`src/rtl/mc_pkg.sv`:
```
// mc_pkg: shared encodings for the multi-cycle MIPS-subset controller.
//   - state_t   : FSM state encodings (also visible on the debug state port)
//   - OP_*/FN_* : opcode and R-type func constants
//   - ALU_*, EXT_*, RD_* : datapath select encodings shared with the
//     single-cycle decoder
//   - iclass_t  : one-hot instruction class produced by mc_decode
package mc_pkg;

   typedef enum logic [2:0] {
      ST_FETCH  = 3'd0,
      ST_DECODE = 3'd1,
      ST_EXEC   = 3'd2,
      ST_MEM    = 3'd3,
      ST_WB     = 3'd4
   } state_t;

   localparam logic [5:0] OP_RTYPE = 6'b000000;
   localparam logic [5:0] OP_ORI   = 6'b001101;
   localparam logic [5:0] OP_LUI   = 6'b001111;
   localparam logic [5:0] OP_LW    = 6'b100011;
   localparam logic [5:0] OP_SW    = 6'b101011;
   localparam logic [5:0] OP_BEQ   = 6'b000100;
   localparam logic [5:0] OP_J     = 6'b000010;
   localparam logic [5:0] OP_JAL   = 6'b000011;

   localparam logic [5:0] FN_ADDU  = 6'b100001;
   localparam logic [5:0] FN_SUBU  = 6'b100011;
   localparam logic [5:0] FN_JR    = 6'b001000;

   localparam logic [3:0] ALU_ADD  = 4'b0000;
   localparam logic [3:0] ALU_SUB  = 4'b0001;
   localparam logic [3:0] ALU_OR   = 4'b0010;
   localparam logic [3:0] ALU_CMP  = 4'b0011;

   localparam logic [3:0] EXT_ZERO = 4'b0000;
   localparam logic [3:0] EXT_SIGN = 4'b0001;
   localparam logic [3:0] EXT_LUI  = 4'b0010;
   localparam logic [3:0] EXT_BR   = 4'b0011;

   localparam logic [1:0] RD_RT    = 2'b00;
   localparam logic [1:0] RD_RD    = 2'b01;
   localparam logic [1:0] RD_RA    = 2'b10;

   // Exactly one field is set for any opcode/func pair; nop catches the rest.
   typedef struct packed {
      logic addu;
      logic subu;
      logic ori;
      logic lui;
      logic lw;
      logic sw;
      logic beq;
      logic j;
      logic jal;
      logic jr;
      logic nop;
   } iclass_t;

endpackage

```
`src/rtl/mc_if.sv`:
```
// mc_if: controller <-> datapath signal bundle.
//   master modport : the controller (reads IR fields and flags, drives strobes)
//   slave modport  : the datapath (drives IR fields and flags, reads strobes)
// Handshake: mem_read / mem_write are held for the whole MEM state; the data
// memory raises mem_ready in the cycle it accepts the write or presents read
// data, and the controller leaves MEM at that clock edge. mem_ready is ignored
// in every other state.
interface mc_if #(parameter int ST_W = 3);

   logic [5:0]      opcode;
   logic [5:0]      func;
   logic            alu_zero;
   logic            mem_ready;

   logic            pc_write;
   logic            ir_write;
   logic            reg_write;
   logic            mem_write;
   logic            mem_read;
   logic [1:0]      reg_dst;
   logic            mem_to_reg;
   logic            alu_src;
   logic [3:0]      alu_op;
   logic [3:0]      ext_op;
   logic            npc_sel;
   logic            j;
   logic            jal;
   logic            jr;
   logic            instr_done;
   logic            mem_timeout;
   logic [ST_W-1:0] state;

   modport master (
      input  opcode, func, alu_zero, mem_ready,
      output pc_write, ir_write, reg_write, mem_write, mem_read, reg_dst,
             mem_to_reg, alu_src, alu_op, ext_op, npc_sel, j, jal, jr,
             instr_done, mem_timeout, state
   );

   modport slave (
      output opcode, func, alu_zero, mem_ready,
      input  pc_write, ir_write, reg_write, mem_write, mem_read, reg_dst,
             mem_to_reg, alu_src, alu_op, ext_op, npc_sel, j, jal, jr,
             instr_done, mem_timeout, state
   );

endinterface

```
`src/rtl/mc_decode.sv`:
```
// mc_decode: combinational opcode/func -> one-hot instruction class.
//   opcode, func : IR[31:26], IR[5:0]
//   cls          : one-hot class; unsupported encodings map to nop
module mc_decode
   import mc_pkg::*;
(
   input  logic [5:0] opcode,
   input  logic [5:0] func,
   output iclass_t    cls
);

   always_comb begin
      cls = '0;
      case (opcode)
         OP_RTYPE: begin
            case (func)
               FN_ADDU: cls.addu = 1'b1;
               FN_SUBU: cls.subu = 1'b1;
               FN_JR:   cls.jr   = 1'b1;
               default: cls.nop  = 1'b1;
            endcase
         end
         OP_ORI:  cls.ori = 1'b1;
         OP_LUI:  cls.lui = 1'b1;
         OP_LW:   cls.lw  = 1'b1;
         OP_SW:   cls.sw  = 1'b1;
         OP_BEQ:  cls.beq = 1'b1;
         OP_J:    cls.j   = 1'b1;
         OP_JAL:  cls.jal = 1'b1;
         default: cls.nop = 1'b1;
      endcase
   end

endmodule

```
`src/rtl/mc_ctrl.sv`:
```
// mc_ctrl: multi-cycle FETCH/DECODE/EXEC/MEM/WB sequencer.
//   clk, reset : rising-edge clock, synchronous active-high reset
//   bus        : mc_if master (IR fields, alu_zero, mem_ready in; PC/IR/GPR/
//                ALU/extender/memory controls, instr_done, mem_timeout and the
//                debug state out)
// Parameters: ST_W (state port width), MAX_WAIT (MEM stall cycles before
// mem_timeout sets; 0 disables).
module mc_ctrl
   import mc_pkg::*;
#(
   parameter int ST_W     = 3,
   parameter int MAX_WAIT = 255
) (
   input logic  clk,
   input logic  reset,
   mc_if.master bus
);

   localparam int CNT_W = (MAX_WAIT < 2) ? 1 : $clog2(MAX_WAIT + 1);
   // The flag is set on the edge that completes the MAX_WAIT-th stalled cycle.
   localparam logic [CNT_W-1:0] WAIT_LAST = CNT_W'((MAX_WAIT > 0) ? MAX_WAIT - 1 : 0);

   state_t           st;
   logic [CNT_W-1:0] wait_cnt;
   logic             timeout_q;
   iclass_t          cls;

   mc_decode u_decode (
      .opcode (bus.opcode),
      .func   (bus.func),
      .cls    (cls)
   );

   always_ff @(posedge clk) begin
      if (reset) begin
         st        <= ST_FETCH;
         wait_cnt  <= '0;
         timeout_q <= 1'b0;
      end else begin
         case (st)
            ST_FETCH:  st <= ST_DECODE;
            ST_DECODE: st <= cls.nop ? ST_FETCH : ST_EXEC;
            ST_EXEC: begin
               if (cls.lw || cls.sw)                           st <= ST_MEM;
               else if (cls.addu || cls.subu || cls.ori || cls.lui) st <= ST_WB;
               else                                            st <= ST_FETCH;
            end
            ST_MEM:    if (bus.mem_ready) st <= cls.lw ? ST_WB : ST_FETCH;
            ST_WB:     st <= ST_FETCH;
            default:   st <= ST_FETCH;
         endcase

         if (st == ST_MEM && !bus.mem_ready) begin
            // Counter saturates once the flag is raised; the FSM keeps waiting.
            if (MAX_WAIT > 0 && wait_cnt == WAIT_LAST) timeout_q <= 1'b1;
            else                                       wait_cnt  <= wait_cnt + 1'b1;
         end else begin
            wait_cnt <= '0;
         end
      end
   end

   always_comb begin
      bus.pc_write    = 1'b0;
      bus.ir_write    = 1'b0;
      bus.reg_write   = 1'b0;
      bus.mem_write   = 1'b0;
      bus.mem_read    = 1'b0;
      bus.reg_dst     = RD_RT;
      bus.mem_to_reg  = 1'b0;
      bus.alu_src     = 1'b0;
      bus.alu_op      = ALU_ADD;
      bus.ext_op      = EXT_ZERO;
      bus.npc_sel     = 1'b0;
      bus.j           = 1'b0;
      bus.jal         = 1'b0;
      bus.jr          = 1'b0;
      bus.instr_done  = 1'b0;
      bus.mem_timeout = timeout_q & ~reset;
      bus.state       = reset ? '0 : ST_W'(st);

      if (!reset) begin
         // Operand selects follow the class from DECODE onward so the
         // datapath sees them stable through EXEC/MEM/WB.
         if (st != ST_FETCH) begin
            if (cls.addu || cls.subu) begin
               bus.reg_dst = RD_RD;
               bus.alu_op  = cls.subu ? ALU_SUB : ALU_ADD;
            end
            if (cls.ori) begin
               bus.alu_src = 1'b1;
               bus.ext_op  = EXT_ZERO;
               bus.alu_op  = ALU_OR;
            end
            if (cls.lui) begin
               bus.alu_src = 1'b1;
               bus.ext_op  = EXT_LUI;
            end
            if (cls.lw || cls.sw) begin
               bus.alu_src = 1'b1;
               bus.ext_op  = EXT_SIGN;
            end
            if (cls.beq) begin
               bus.alu_op = ALU_CMP;
               bus.ext_op = EXT_BR;
            end
            if (cls.jal) bus.reg_dst = RD_RA;
         end

         case (st)
            ST_FETCH: begin
               bus.ir_write = 1'b1;
               bus.pc_write = 1'b1;
            end
            ST_DECODE: bus.instr_done = cls.nop;
            ST_EXEC: begin
               if (cls.beq) begin
                  bus.npc_sel    = 1'b1;
                  bus.pc_write   = bus.alu_zero;
                  bus.instr_done = 1'b1;
               end
               if (cls.j || cls.jal) begin
                  bus.j          = 1'b1;
                  bus.pc_write   = 1'b1;
                  bus.instr_done = 1'b1;
               end
               if (cls.jal) begin
                  bus.jal       = 1'b1;
                  bus.reg_write = 1'b1;
               end
               if (cls.jr) begin
                  bus.jr         = 1'b1;
                  bus.pc_write   = 1'b1;
                  bus.instr_done = 1'b1;
               end
            end
            ST_MEM: begin
               bus.mem_read  = cls.lw;
               bus.mem_write = cls.sw;
               // A store finishes in the MEM cycle the memory accepts it, so
               // its completion pulse is the one output qualified by mem_ready.
               bus.instr_done = cls.sw & bus.mem_ready;
            end
            ST_WB: begin
               bus.reg_write  = 1'b1;
               bus.instr_done = 1'b1;
               bus.mem_to_reg = cls.lw;
               bus.reg_dst    = (cls.addu || cls.subu) ? RD_RD : RD_RT;
            end
            default: ;
         endcase
      end
   end

endmodule

```
`src/flat_wrapper.sv`:
```
// flat-port wrapper written by rule: the top's interface ports become plain ports
module mc_ctrl_flat import mc_pkg::*;
#(
   parameter int ST_W     = 3,
   parameter int MAX_WAIT = 255
)
  (clk, reset, bus_opcode, bus_func, bus_alu_zero, bus_mem_ready, bus_pc_write, bus_ir_write, bus_reg_write, bus_mem_write, bus_mem_read, bus_reg_dst, bus_mem_to_reg, bus_alu_src, bus_alu_op, bus_ext_op, bus_npc_sel, bus_j, bus_jal, bus_jr, bus_instr_done, bus_mem_timeout, bus_state);
  mc_if #(.ST_W(ST_W)) bus_i ();
  input logic clk;
  input logic reset;
  input wire logic [$bits(bus_i.opcode)-1:0] bus_opcode;
  input wire logic [$bits(bus_i.func)-1:0] bus_func;
  input wire logic [$bits(bus_i.alu_zero)-1:0] bus_alu_zero;
  input wire logic [$bits(bus_i.mem_ready)-1:0] bus_mem_ready;
  output wire logic [$bits(bus_i.pc_write)-1:0] bus_pc_write;
  output wire logic [$bits(bus_i.ir_write)-1:0] bus_ir_write;
  output wire logic [$bits(bus_i.reg_write)-1:0] bus_reg_write;
  output wire logic [$bits(bus_i.mem_write)-1:0] bus_mem_write;
  output wire logic [$bits(bus_i.mem_read)-1:0] bus_mem_read;
  output wire logic [$bits(bus_i.reg_dst)-1:0] bus_reg_dst;
  output wire logic [$bits(bus_i.mem_to_reg)-1:0] bus_mem_to_reg;
  output wire logic [$bits(bus_i.alu_src)-1:0] bus_alu_src;
  output wire logic [$bits(bus_i.alu_op)-1:0] bus_alu_op;
  output wire logic [$bits(bus_i.ext_op)-1:0] bus_ext_op;
  output wire logic [$bits(bus_i.npc_sel)-1:0] bus_npc_sel;
  output wire logic [$bits(bus_i.j)-1:0] bus_j;
  output wire logic [$bits(bus_i.jal)-1:0] bus_jal;
  output wire logic [$bits(bus_i.jr)-1:0] bus_jr;
  output wire logic [$bits(bus_i.instr_done)-1:0] bus_instr_done;
  output wire logic [$bits(bus_i.mem_timeout)-1:0] bus_mem_timeout;
  output wire logic [$bits(bus_i.state)-1:0] bus_state;
  assign bus_i.opcode = bus_opcode;
  assign bus_i.func = bus_func;
  assign bus_i.alu_zero = bus_alu_zero;
  assign bus_i.mem_ready = bus_mem_ready;
  assign bus_pc_write = bus_i.pc_write;
  assign bus_ir_write = bus_i.ir_write;
  assign bus_reg_write = bus_i.reg_write;
  assign bus_mem_write = bus_i.mem_write;
  assign bus_mem_read = bus_i.mem_read;
  assign bus_reg_dst = bus_i.reg_dst;
  assign bus_mem_to_reg = bus_i.mem_to_reg;
  assign bus_alu_src = bus_i.alu_src;
  assign bus_alu_op = bus_i.alu_op;
  assign bus_ext_op = bus_i.ext_op;
  assign bus_npc_sel = bus_i.npc_sel;
  assign bus_j = bus_i.j;
  assign bus_jal = bus_i.jal;
  assign bus_jr = bus_i.jr;
  assign bus_instr_done = bus_i.instr_done;
  assign bus_mem_timeout = bus_i.mem_timeout;
  assign bus_state = bus_i.state;
  mc_ctrl #(.ST_W(ST_W), .MAX_WAIT(MAX_WAIT)) u_core (.clk(clk), .reset(reset), .bus(bus_i));
endmodule
```
`config.mk`:
```
export PLATFORM = sky130hd
export DESIGN_NAME = mc_ctrl_flat
export DESIGN_NICKNAME = d
export VERILOG_FILES = /design/src/rtl/mc_pkg.sv /design/src/rtl/mc_if.sv /design/src/rtl/mc_decode.sv /design/src/rtl/mc_ctrl.sv /design/src/flat_wrapper.sv
export SDC_FILE = /design/constraint.sdc
export NUM_CORES = 1
export LEC_CHECK = 0
export ABC_AREA = 1
export CORE_ASPECT_RATIO = 0.8
export CORE_MARGIN = 2
export CORE_UTILIZATION = 46
export CTS_BUF_LIST = sky130_fd_sc_hd__clkbuf_8 sky130_fd_sc_hd__clkbuf_16
export DETAILED_ROUTE_END_ITERATION = 6
export PLACE_DENSITY = 0.89
export SKIP_CTS_REPAIR_TIMING = 1
export SLEW_MARGIN = 10
export SYNTH_ARGS = -nofsm -noshare
export SYNTH_HDL_FRONTEND = slang
export SYNTH_SLANG_ARGS = --single-unit
```
`constraint.sdc`:
```
create_clock -name clk -period 3.14 [get_ports clk]
set_input_delay 0.471 -clock clk [delete_from_list [all_inputs] [get_ports clk]]
set_output_delay 0.471 -clock clk [all_outputs]
set_load 0.02 [all_outputs]
```
# After elaboration in Yosys (flattened, before gate mapping)
# Cells that the tools add are included.
totals:
  inputBits: 16
  word_cells: 111
  reg_bits: 12
  out_inout_bits: 26
op_classes:
  n_bitwise: 4
  addsub: 1
  reduce_logical: 14
  mux: 73
  n_eq_ne: 16
ops:
  columns: ["cell", "count"]
  rows:
  - ["$mux 1", 47]
  - ["$mux 4", 7]
  - ["$eq 6x6->1 const B", 4]
  - ["$eq 6x4->1 const B", 3]
  - ["$mux 2", 9]
  - ["$mux 3", 5]
  - ["$eq 6x2->1 const B", 2]
  - ["$pmux 3 s4", 1]
  - ["$add 8x1->8 const B", 1]
  - ["$eq 8x8->1 const B", 1]
  - ["$reduce_or 7->1", 1]
  - ["$eq 3x2->1 const B", 2]
  - ["$eq 6x3->1 const B", 1]
  - ["$logic_not 6->1", 1]
  - ["$pmux 1 s2", 3]
  - ["$logic_or 1x1->1", 5]
  - ["$pmux 1 s4", 1]
  - ["$eq 3x1->1 const B", 1]
  - ["$eq 3x3->1 const B", 1]
  - ["$logic_not 3->1", 1]
  - ["$reduce_bool 3->1", 1]
  - ["$reduce_or 3->1", 1]
  - ["$and 1x1->1", 2]
  - ["$ne 2x2->1 const B", 1]
  - ["other kinds (5)", 6]

# Logic depth before layout (Yosys ltp)
# Gate-level depths: netlist of the first run.
depth:
  word_depth: 9
  mapped_depth: 10
  mapped_depth_nobuf: 10

# By module
# From an unflattened synthesis of the first run, not the netlist that was laid out.
unflattened:
  hier_cells: 197
  hier_area_um2: 1102.3
by_module_without_submodules:
  columns: ["mod", "seq_area_each_um2", "cells_per_inst", "area_per_inst_um2", "instances"]
  rows:
  - ["mc_ctrl", 240.2, 144, 873.3, 1]
  - ["mc_decode", 0.0, 53, 229.0, 1]

# Least setup slack after synthesis of the first run
# No wires, ideal clock.
synth_timing:
  path_type: "in2out"
  from: "input port bus_opcode[1]"
  to: "output port bus_pc_write"
  cell_stages: 7
  t_required_ps: 2669
  n_path_buf: 0
  path_slack_ps: 1260
  t_arrival_ps: 1409
  path_cell_list: "nor2_2 nand3_2 inv_1 nand2_1 nor2_1 nor3_1 nand2_1"
synth_between:
  elab_chain_cells: 7
  word_cells_on_any_way: 14
  cone_classes: "eq/ne (3); mux (9); reduce/logical (2)"
synth_rtl:
  columns: ["item", "line_no", "source"]
  rows:
  - ["from (decl)", "flat_wrapper.sv:11", "input wire logic [$bits(bus_i.opcode)-1:0] bus_opcode;"]
  - ["$eq 6x3->1 / $eq 6x2->1 (equally long branches)", "mc_decode.sv:14", "case (opcode)"]
  - ["$mux 1", "mc_decode.sv:14", null]
  - ["$mux 1 / $logic_or 1x1->1 (equally long branches)", "mc_ctrl.sv:117, mc_ctrl.sv:122", null]
  - ["$mux 1", "mc_ctrl.sv:122", "if (cls.j || cls.jal) begin"]
  - ["$mux 1 (*)", "mc_ctrl.sv:131", "if (cls.jr) begin"]
  - ["$pmux 1 s2 (*)", "mc_ctrl.sv:110", "case (st)"]
  - ["$mux 1 (*)", "mc_ctrl.sv:82", "if (!reset) begin"]
  - ["to (decl)", "flat_wrapper.sv:15", "output wire logic [$bits(bus_i.pc_write)-1:0] bus_pc_write;"]
# Mark *: on every way between the ends. The rest lies on a longest branch, timed or not.

# Final worst setup path of the first run
layout_timing:
  from: "input port bus_opcode[3]"
  to: "output port bus_alu_op[1]"
layout_between:
  elab_chain_cells: 6
  word_cells_on_any_way: 8
  cone_classes: "eq/ne (2); mux (6)"
layout_rtl:
  columns: ["item", "line_no", "source"]
  rows:
  - ["$eq 6x4->1", "mc_decode.sv:14", null]
  - ["$mux 1", "mc_decode.sv:14", null]
  - ["$mux 4", "mc_ctrl.sv:90", "if (cls.ori) begin"]
  - ["$mux 4 (*)", "mc_ctrl.sv:103", "if (cls.beq) begin"]
  - ["$mux 4 (*)", "mc_ctrl.sv:85", "if (st != ST_FETCH) begin"]
  - ["$mux 4 (*)", "mc_ctrl.sv:82", null]
  - ["to (decl)", "flat_wrapper.sv:23", "output wire logic [$bits(bus_i.alu_op)-1:0] bus_alu_op;"]
# Marked as above.

==> impl_metrics.tcl, run 1 <==
set metrics [dict create \
    synth_top_cells_by_count "nand2_1, inv_1, nor2_1" \
    grt_pass1_wl_um 4250 \
    first_iter_violations 30 \
    path_clk_slew_ps 50 \
    vias_per_cell 5.13 \
    finalMaxSlewViolations 0 \
    power.share.sequential 0.382 \
    grt_pass1_vias 1020 \
    clock.fmax_ghz 0.348 \
    synth_cells 165 \
    rr_worst_depth 10 \
    ys_ff_latch 12 \
    swShare 0.266 \
    seq_area_frac_synth 0.237 \
    num_vias 1180 \
    synthArstFlopShare 0 \
    holdWs_ps 481 \
    die_w_um 56.4 \
    clock_path_buffers 2 \
    io_buffers 37 \
    fin_util 0.686 \
    grt_max_degree 13 \
    ys_types 27 \
    cts_tree "done" \
    crit_type "in2out" \
    final_nets 224 \
    routed_wl_um 2770 \
    cp_data_required_time_ps 2670 \
    fin_worst_skew_ps 0.529 \
    place_ws_ps 289 \
    hold_depth 2 \
    setup_viol 0 \
    r2r_start "u_core.wait_cnt[0]" \
    num_rows 15 \
    rsz0062_at_grt "false" \
    pwr-share-clk 0.429 \
    dr.pass1.iters 4 \
    dp_cells 226 \
    final.setup.worst_slack_ps 267 \
    syn_area_per_cell_um2 6.13 \
    finalHoldViolCount 0 \
    drv_cap 0 \
    wl_per_cell_um 12.0 \
    crit_fanout 5 \
    min_from "u_core.timeout_q" \
    combPwrFrac 0.190 \
    min_to "u_core.timeout_q" \
    track_usage 0.213 \
    p_leak_nw 0.607 \
    syn-cell-area_um2 1010 \
    layout-drive-gt1-share 0.127 \
    fin_setup_tns_ps 0 \
    htreeDepth 1 \
    drc 0 \
    cp-end-kind "output port" \
    fin_crit_sh 0.915 \
    clock_latency_ps 250 \
    routabilityCongestion 0.881 \
    path_buf_inv 2 \
    finalCriticalPeriod_ps 2870 \
    yosysTopAreaCellShare 0.237 \
    start_util 0.477 \
    instances_no_fill 230 \
    r2r-end "u_core.wait_cnt[7]" \
    area_growth_pct 43.6 \
    gr-total-overflow 0 \
    die_area_um2 2590 \
    outcome "finished clean" \
    yosysTopAreaCell "dfxtp_1" \
    reg2reg_slack_ps 1640 \
    startpoint "bus_opcode[3]" \
    cts_root_buf "clkbuf_8" \
    die_height_um 46.0 \
    yosys_warnings 0 \
    nFillCells 196 \
    ys_top_cells_by_area "dfxtp_1, nand2_1, inv_1" \
    post-dp-hpwl_um 2280 \
    crit_arrival_ps 2400 \
    core_um2 2120 \
    crit_family "buffers and inverters" \
    slowest_delay_ps 610 \
    synthFlopType "dfxtp_1" \
    hp-class "reg2reg" \
    cp-start-kind "input port" \
    io_pins 42 \
    ant_nets 0 \
    clock_sinks 12 \
    grt_antenna_before_repair 0 \
    ir_drop_mv 0.341 \
    power_density_nw_per_um2 280 \
    crit_chain "clkdlybuf4s50_1, nand2_1, nor2_1, nand2_1, or2_1, a21oi_1, clkdlybuf4s50_1" \
    internal-power_uw 298 \
    synth-edff-count 0 \
    critPathSlowestCell "clkdlybuf4s50_1" \
    power_switching_uw 108 \
    synth.most_common_cell "nand2_1" \
    antenna_cells 0 \
    cts_buffers 3 \
]
cells in the final DEF (no fill, tap or decap), types with 3 or more instances in the layout:
master            n
a21oi_1          13
nand4_1           3
nand3_2           3
clkdlybuf4s50_1  37
inv_1            21
nor2_4            3
nand2_1          35
nor3_1            6
clkbuf_8          4
o21ai_0           5
nand3_1          12
conb_1            4
nor2_2            7
nor2_1           21
dfxtp_1          12
registers in the layout (all words and copies together) (netlist names):
name,flops
u_core.wait_cnt,8
u_core.st,3
u_core.timeout_q,1
worst max path at each step:
stage	endpoint	cells after the start
CTS	bus_instr_done	10
floorplan	bus_pc_write	7
global route	bus_instr_done	10
detailed placement	bus_instr_done	10
global placement	bus_instr_done	8
finish	bus_alu_op[1]	7
cell families after synthesis:
| group | synth area share |
|---|---|
| and+or+nand+nor | 0.454 |
| DFF | 0.237 |
| AOI/OAI and AO/OA | 0.119 |
| buffers and inverters | 0.127 |
| other | 0.00370 |
| xor gates and xnor gates | 0.0346 |
| adders and majority gates | 0.0247 |
stage by stage:
step	power (mW)	cell area [um^2]
floorplan	0.198	1020
global placement	0.232	1400
detailed placement	0.234	1400
CTS	0.404	1450
global route	0.417	1450
finish	0.406	1450
layout make-up:
type | count | area [um^2] | share of cell area
Clock buffer | 4 | 55.1 | 0.0379
Sequential cell | 12 | 240 | 0.165
Timing Repair Buffer | 38 | 378 | 0.260
Tap cell | 25 | 31.3 | 0.0215
Inverter | 25 | 95.1 | 0.0654
Multi-Input combinational cell | 126 | 654 | 0.450
routing by layer:
layer / GRT usage / share of wire
met1: 0.273 / 0.45
met3: 0.0682 / 0.063
met5: 0 / 0
met2: 0.349 / 0.47
met4: 0.0619 / 0.015
worst reg2reg max path: stages (launching register included):
cell and delay, ps:
dfxtp_1 400, inv_1 80, ha_1 200, nand2_1 60, inv_1 40, nand3_2 160
clkinv_1 130, a21oi_1 130, o21ai_0 110, nand2_1 60, inv_1 30
power groups by stage:
stage / clock network (mW) / logic [mW] / registers [mW]
detailed placement: 0 / 0.0761 / 0.158
finish: 0.174 / 0.0771 / 0.155
floorplan: 0 / 0.0404 / 0.158
global placement: 0 / 0.0736 / 0.158
global route: 0.180 / 0.0821 / 0.155
CTS: 0.173 / 0.0762 / 0.155
(Power assumes the default switching activity.)
==> run 2: changes to the inputs <==
--- a/config.mk
+++ b/config.mk
@@ -7,7 +7,7 @@
 export LEC_CHECK = 0
 export ABC_AREA = 1
 export CORE_ASPECT_RATIO = 0.8
-export CORE_MARGIN = 2
+export CORE_MARGIN = 4
 export CORE_UTILIZATION = 46
 export CTS_BUF_LIST = sky130_fd_sc_hd__clkbuf_8 sky130_fd_sc_hd__clkbuf_16
 export DETAILED_ROUTE_END_ITERATION = 6
==> impl_metrics.tcl, run 2 (same netlist as run 1, synthesis figures left out) <==
set metrics [dict create \
    r2r_start "u_core.wait_cnt[0]" \
    dr.pass1.iters 4 \
    cp-end-kind "output port" \
    grt_pass1_wl_um 4880 \
    crit_chain "clkdlybuf4s50_1, nor2_4, nand3_1, nand2_1, inv_1, nand2_1, a21oi_1, a21oi_1, clkdlybuf4s50_1" \
    rr_worst_depth 10 \
    wl_per_cell_um 12.6 \
    finalHoldViolCount 0 \
    critPathSlowestCell "clkdlybuf4s50_1" \
    fin_setup_tns_ps 0 \
    crit_family "buffers and inverters" \
    power_switching_uw 101 \
    final_nets 224 \
    post-dp-hpwl_um 2420 \
    hold_depth 2 \
    min_from "u_core.timeout_q" \
    rsz0062_at_grt "false" \
    regMostFlops "u_core.wait_cnt" \
    p_leak_nw 0.607 \
    clock_path_buffers 2 \
    final_area_um2 1450 \
    die_w_um 60.4 \
    drv_cap 0 \
    fin_crit_sh 0.921 \
    power.total_uw 399 \
    outcome "finished clean" \
    power_density_nw_per_um2 275 \
    vias_per_cell 5.23 \
    io_buffers 37 \
    setup_viol 0 \
    die_height_um 50.0 \
    swShare 0.253 \
    layout-drive-gt1-share 0.127 \
    finalMaxSlewViolations 0 \
    ant_nets 0 \
    num_vias 1197 \
    final_cell_mix "clkdlybuf4s50_1, nand2_1, inv_1, nor2_1, a21oi_1" \
    combPwrFrac 0.191 \
    routabilityCongestion 0.903 \
    gr-total-overflow 0 \
    routed_wl_um 2870 \
    cp-start-kind "input port" \
    mostFrequentLayoutCell "clkdlybuf4s50_1" \
    io_pins 42 \
    reg_top3 "u_core.wait_cnt: 8 flops, u_core.st: 3 flops, u_core.timeout_q: 1 flops" \
    place_ws_ps 281 \
    ir_drop_mv 0.364 \
    die_area_um2 3020 \
    holdWs_ps 480 \
    drc 0 \
    first_iter_violations 73 \
    min_to "u_core.timeout_q" \
    final.setup.worst_slack_ps 248 \
    grt_max_degree 13 \
    clock.fmax_ghz 0.346 \
    core_um2 1980 \
    clock_sinks 12 \
    largest_reg_flops 8 \
    track_usage 0.208 \
    crit_arrival_ps 2420 \
    slowest_delay_ps 620 \
    r2r-end "u_core.wait_cnt[7]" \
    place_area_um2 1400 \
    cts_buffers 3 \
    cts_root_buf "clkbuf_8" \
    path_buf_inv 3 \
    crit_fanout 5 \
    hp-class "reg2reg" \
    clock_latency_ps 240 \
    internal-power_uw 298 \
    cts_tree "done" \
    pwr-share-clk 0.420 \
    multi_input_area_um2 654 \
    grt_pass1_vias 1106 \
    fin_worst_skew_ps 4.96 \
    reg2reg_slack_ps 1590 \
    start_util 0.511 \
    cp_data_required_time_ps 2670 \
    grt_antenna_before_repair 0 \
    seq_area_um2 240 \
    crit_type "in2out" \
    antenna_cells 0 \
    num_rows 14 \
    path_clk_slew_ps 50 \
    htreeDepth 1 \
    finalCriticalPeriod_ps 2890 \
    nFillCells 167 \
    power.share.sequential 0.389 \
    area_growth_pct 43.5 \
]
run 2: cell counts in the layout (fill, tap and decap cells not counted):
Identical to the previous run, type by type.
run 2: power groups by stage:
stage	registers, mW	clock network [mW]	logic [mW]
final	0.155	0.168	0.0763
after floorplan	0.158	0	0.0404
after global routing	0.155	0.177	0.0836
after CTS	0.155	0.169	0.0756
after global placement	0.158	0	0.0740
after detailed placement	0.158	0	0.0755
run 2: tightest hold or removal path, cell delays in order (launching register included):
cell     delay, ps
dfxtp_1        290
inv_1           60
o21ai_0         80
run 2: through the flow:
| stage | std cells | util |
|---|---|---|
| after floorplan | 168 | - |
| after global placement | 225 | 0.706 |
| after detailed placement | 225 | 0.706 |
| after CTS | 229 | 0.734 |
| after global routing | 229 | 0.734 |
| final | 229 | 0.734 |
run 2: metal layers:
metal  vias to the layer above  share of wire  global-route usage
li1                        601              -                   -
met1                       520           0.42               0.283
met2                        66           0.45               0.313
met3                        10           0.11              0.0601
met4                         0          0.019              0.0614
met5                         -              0                   0
run 2: how the worst max path moves through the flow:
stage	slack, ps	start	endpoint	depth (start not counted)
floorplan	1260	bus_opcode[1]	bus_pc_write	7
global placement	300	bus_opcode[3]	bus_instr_done	9
detailed placement	280	bus_opcode[3]	bus_instr_done	9
CTS	280	bus_opcode[3]	bus_instr_done	9
global route	120	bus_opcode[3]	bus_instr_done	9
finish	250	bus_opcode[3]	bus_instr_done	9
run 2: final cells by class:
| class | count | area share |
|---|---|---|
| clock buffer | 4 | 0.0379 |
| inverter | 25 | 0.0655 |
| multi-input combinational | 126 | 0.450 |
| sequential | 12 | 0.165 |
| tap | 24 | 0.0207 |
| timing repair buffer | 38 | 0.260 |
==> run 3: changes to the inputs <==
--- a/config.mk
+++ b/config.mk
@@ -7,13 +7,14 @@
 export LEC_CHECK = 0
 export ABC_AREA = 1
 export CORE_ASPECT_RATIO = 0.8
-export CORE_MARGIN = 4
-export CORE_UTILIZATION = 46
+export CORE_MARGIN = 5
+export CORE_UTILIZATION = 45
 export CTS_BUF_LIST = sky130_fd_sc_hd__clkbuf_8 sky130_fd_sc_hd__clkbuf_16
 export DETAILED_ROUTE_END_ITERATION = 6
-export PLACE_DENSITY = 0.89
+export PLACE_DENSITY = 0.86
 export SKIP_CTS_REPAIR_TIMING = 1
 export SLEW_MARGIN = 10
 export SYNTH_ARGS = -nofsm -noshare
 export SYNTH_HDL_FRONTEND = slang
+export SYNTH_HIERARCHICAL = 1
 export SYNTH_SLANG_ARGS = --single-unit
==> impl_metrics.tcl, run 3 <==
set metrics [dict create \
    crit_top_cell "nand3_1" \
    fin_setup_tns_ps 0 \
    num_rows 16 \
    synthArstFlopShare 0 \
    antenna_cells 0 \
    synth_cells 197 \
    ir_drop_mv 0.198 \
    place_ws_ps 157 \
    die_w_um 65.3 \
    hp-class "reg2reg" \
    yosysTopAreaCellShare 0.218 \
    clock_path_buffers 2 \
    cts_tree "done" \
    place_area_um2 1500 \
    clock_latency_ps 240 \
    clock_sinks 12 \
    post-dp-hpwl_um 2440 \
    layout-drive-gt1-share 0.0630 \
    fin_util 0.647 \
    crit_chain "clkdlybuf4s50_1, nor2_2, nand3_1, inv_1, nor2_1, nand3_1, nand2_1, nand3_1, nand2_1, inv_1, clkdlybuf4s50_1" \
    crit_type "in2out" \
    cp-start-kind "input port" \
    io_buffers 37 \
    met2_usage 0.259 \
    grtUsageMet3 0.0431 \
    synth_top_cells_by_count "nor2_1, nand2_1, inv_1" \
    crit_family "buffers and inverters" \
    routed_wl_um 2910 \
    cp_data_required_time_ps 2670 \
    finalHoldViolCount 0 \
    finalCriticalPeriod_ps 2950 \
    ys_ff_latch 12 \
    start_util 0.459 \
    first_iter_violations 110 \
    grt_antenna_before_repair 0 \
    ant_nets 0 \
    synthFlopType "dfxtp_1" \
    seq_area_frac_synth 0.218 \
    power.total_uw 403 \
    finalMaxSlewViolations 0 \
    grt_pass1_vias 1066 \
    io_pins 42 \
    reg_top3 "u_core/wait_cnt: 8 flops, u_core/st: 3 flops, u_core/timeout_q: 1 flops" \
    slowest_delay_ps 590 \
    die_area_um2 3550 \
    grt_max_degree 10 \
    yosys_warnings 6 \
    power_density_nw_per_um2 259 \
    crit_fanout 5 \
    track_usage 0.170 \
    htreeDepth 1 \
    dr.pass1.iters 4 \
    ys_types 26 \
    syn_area_per_cell_um2 5.60 \
    final_cell_mix "nor2_1, nand2_1, clkdlybuf4s50_1, inv_1, nand3_1" \
    busiest_layer "met2" \
    crit_arrival_ps 2480 \
    cts_root_buf "clkbuf_8" \
    final_nets 257 \
    yosysTopAreaCell "dfxtp_1" \
    drv_cap 0 \
    core_um2 2400 \
    outcome "finished clean" \
    gr-total-overflow 0 \
    cts_buffers 3 \
    num_vias 1317 \
    use_met1 0.249 \
    vias_per_cell 4.97 \
    syn-cell-area_um2 1100 \
    area_growth_pct 41.1 \
    cp-end-kind "output port" \
    fin_worst_skew_ps 1.80 \
    routabilityCongestion 0.924 \
    clock.fmax_ghz 0.339 \
    final.setup.worst_slack_ps 188 \
    mostFrequentLayoutCell "nor2_1" \
    drc 0 \
    final_area_um2 1560 \
    synth-edff-count 0 \
    path_buf_inv 4 \
    rsz0062_at_grt "false" \
    setup_viol 0 \
    regMostFlops "u_core/wait_cnt" \
    critPathSlowestCell "clkdlybuf4s50_1" \
    wl_per_cell_um 11.0 \
    grt_pass1_wl_um 4630 \
    fin_crit_sh 0.940 \
    die_height_um 54.3 \
    synth.most_common_cell "nor2_1" \
    largest_reg_flops 8 \
    path_clk_slew_ps 50 \
    p_leak_nw 0.693 \
    ys_top_cells_by_area "dfxtp_1, nor2_1, nand2_1" \
]
[run 3: cell count changes after synthesis, moves of 6 or more]
cell	previous run	this run
inv_1	21	36
nor2_1	21	44
nor2_2	7	1
nand3_1	12	19
[run 3: layout make-up]
type,count,area [um^2]
Clock buffer,4,55.1
Fill cell,226,847
Inverter,37,139
Multi-Input combinational cell,146,699
Sequential cell,12,240
Tap cell,27,33.8
Timing Repair Buffer,39,388
[run 3: report_power, final]
group / internal, mW / total [mW] / switching (mW)
Combinational: 0.0345 / 0.0770 / 0.0425
Sequential: 0.154 / 0.156 / 0.00187
Clock: 0.111 / 0.170 / 0.0591
Total: 0.299 / 0.403 / 0.103
[run 3: worst reg2reg max path: cells and delay by family (launching register included)]
family	cells	cell delay, ps
adders and majority gates	1	200
buffers and inverters	1	100
DFF	1	390
and+or+nand+nor	6	520
[run 3: path summary, 6_finish.rpt]
path,end,cells after the start,slack [ps],start
max,bus_instr_done,11,190,bus_opcode[3]
min,u_core/timeout_q,2,480,u_core/timeout_q
max reg2reg,u_core/wait_cnt[7],8,1820,u_core/wait_cnt[0]
min reg2reg,u_core/timeout_q,2,480,u_core/timeout_q
[run 3: cells by family (layout without fill, tap and decap cells)]
kind of cell,count (synthesis),in the layout,share of synthesized area
AND/OR/NAND/NOR,115,115,0.470
buffers and inverters,42,80,0.158
AO/OA/AOI/OAI,24,24,0.120
other,1,4,0.00340
flip-flops,12,12,0.218
adder cells (fa/ha/maj),2,2,0.0227
XOR/XNOR,1,1,0.00795
[run 3: metrics by stage]
step,cells,hold slack [ps]
final,265,475
after detailed placement,261,471
after global placement,261,464
after floorplan,200,457
after global routing,265,519
after CTS,265,478
[run 3: layer usage]
layer / vias up / share of wire
met5: - / 0
met4: 0 / 0
met3: 0 / 0.078
met2: 56 / 0.42
met1: 562 / 0.51
li1: 699 / -
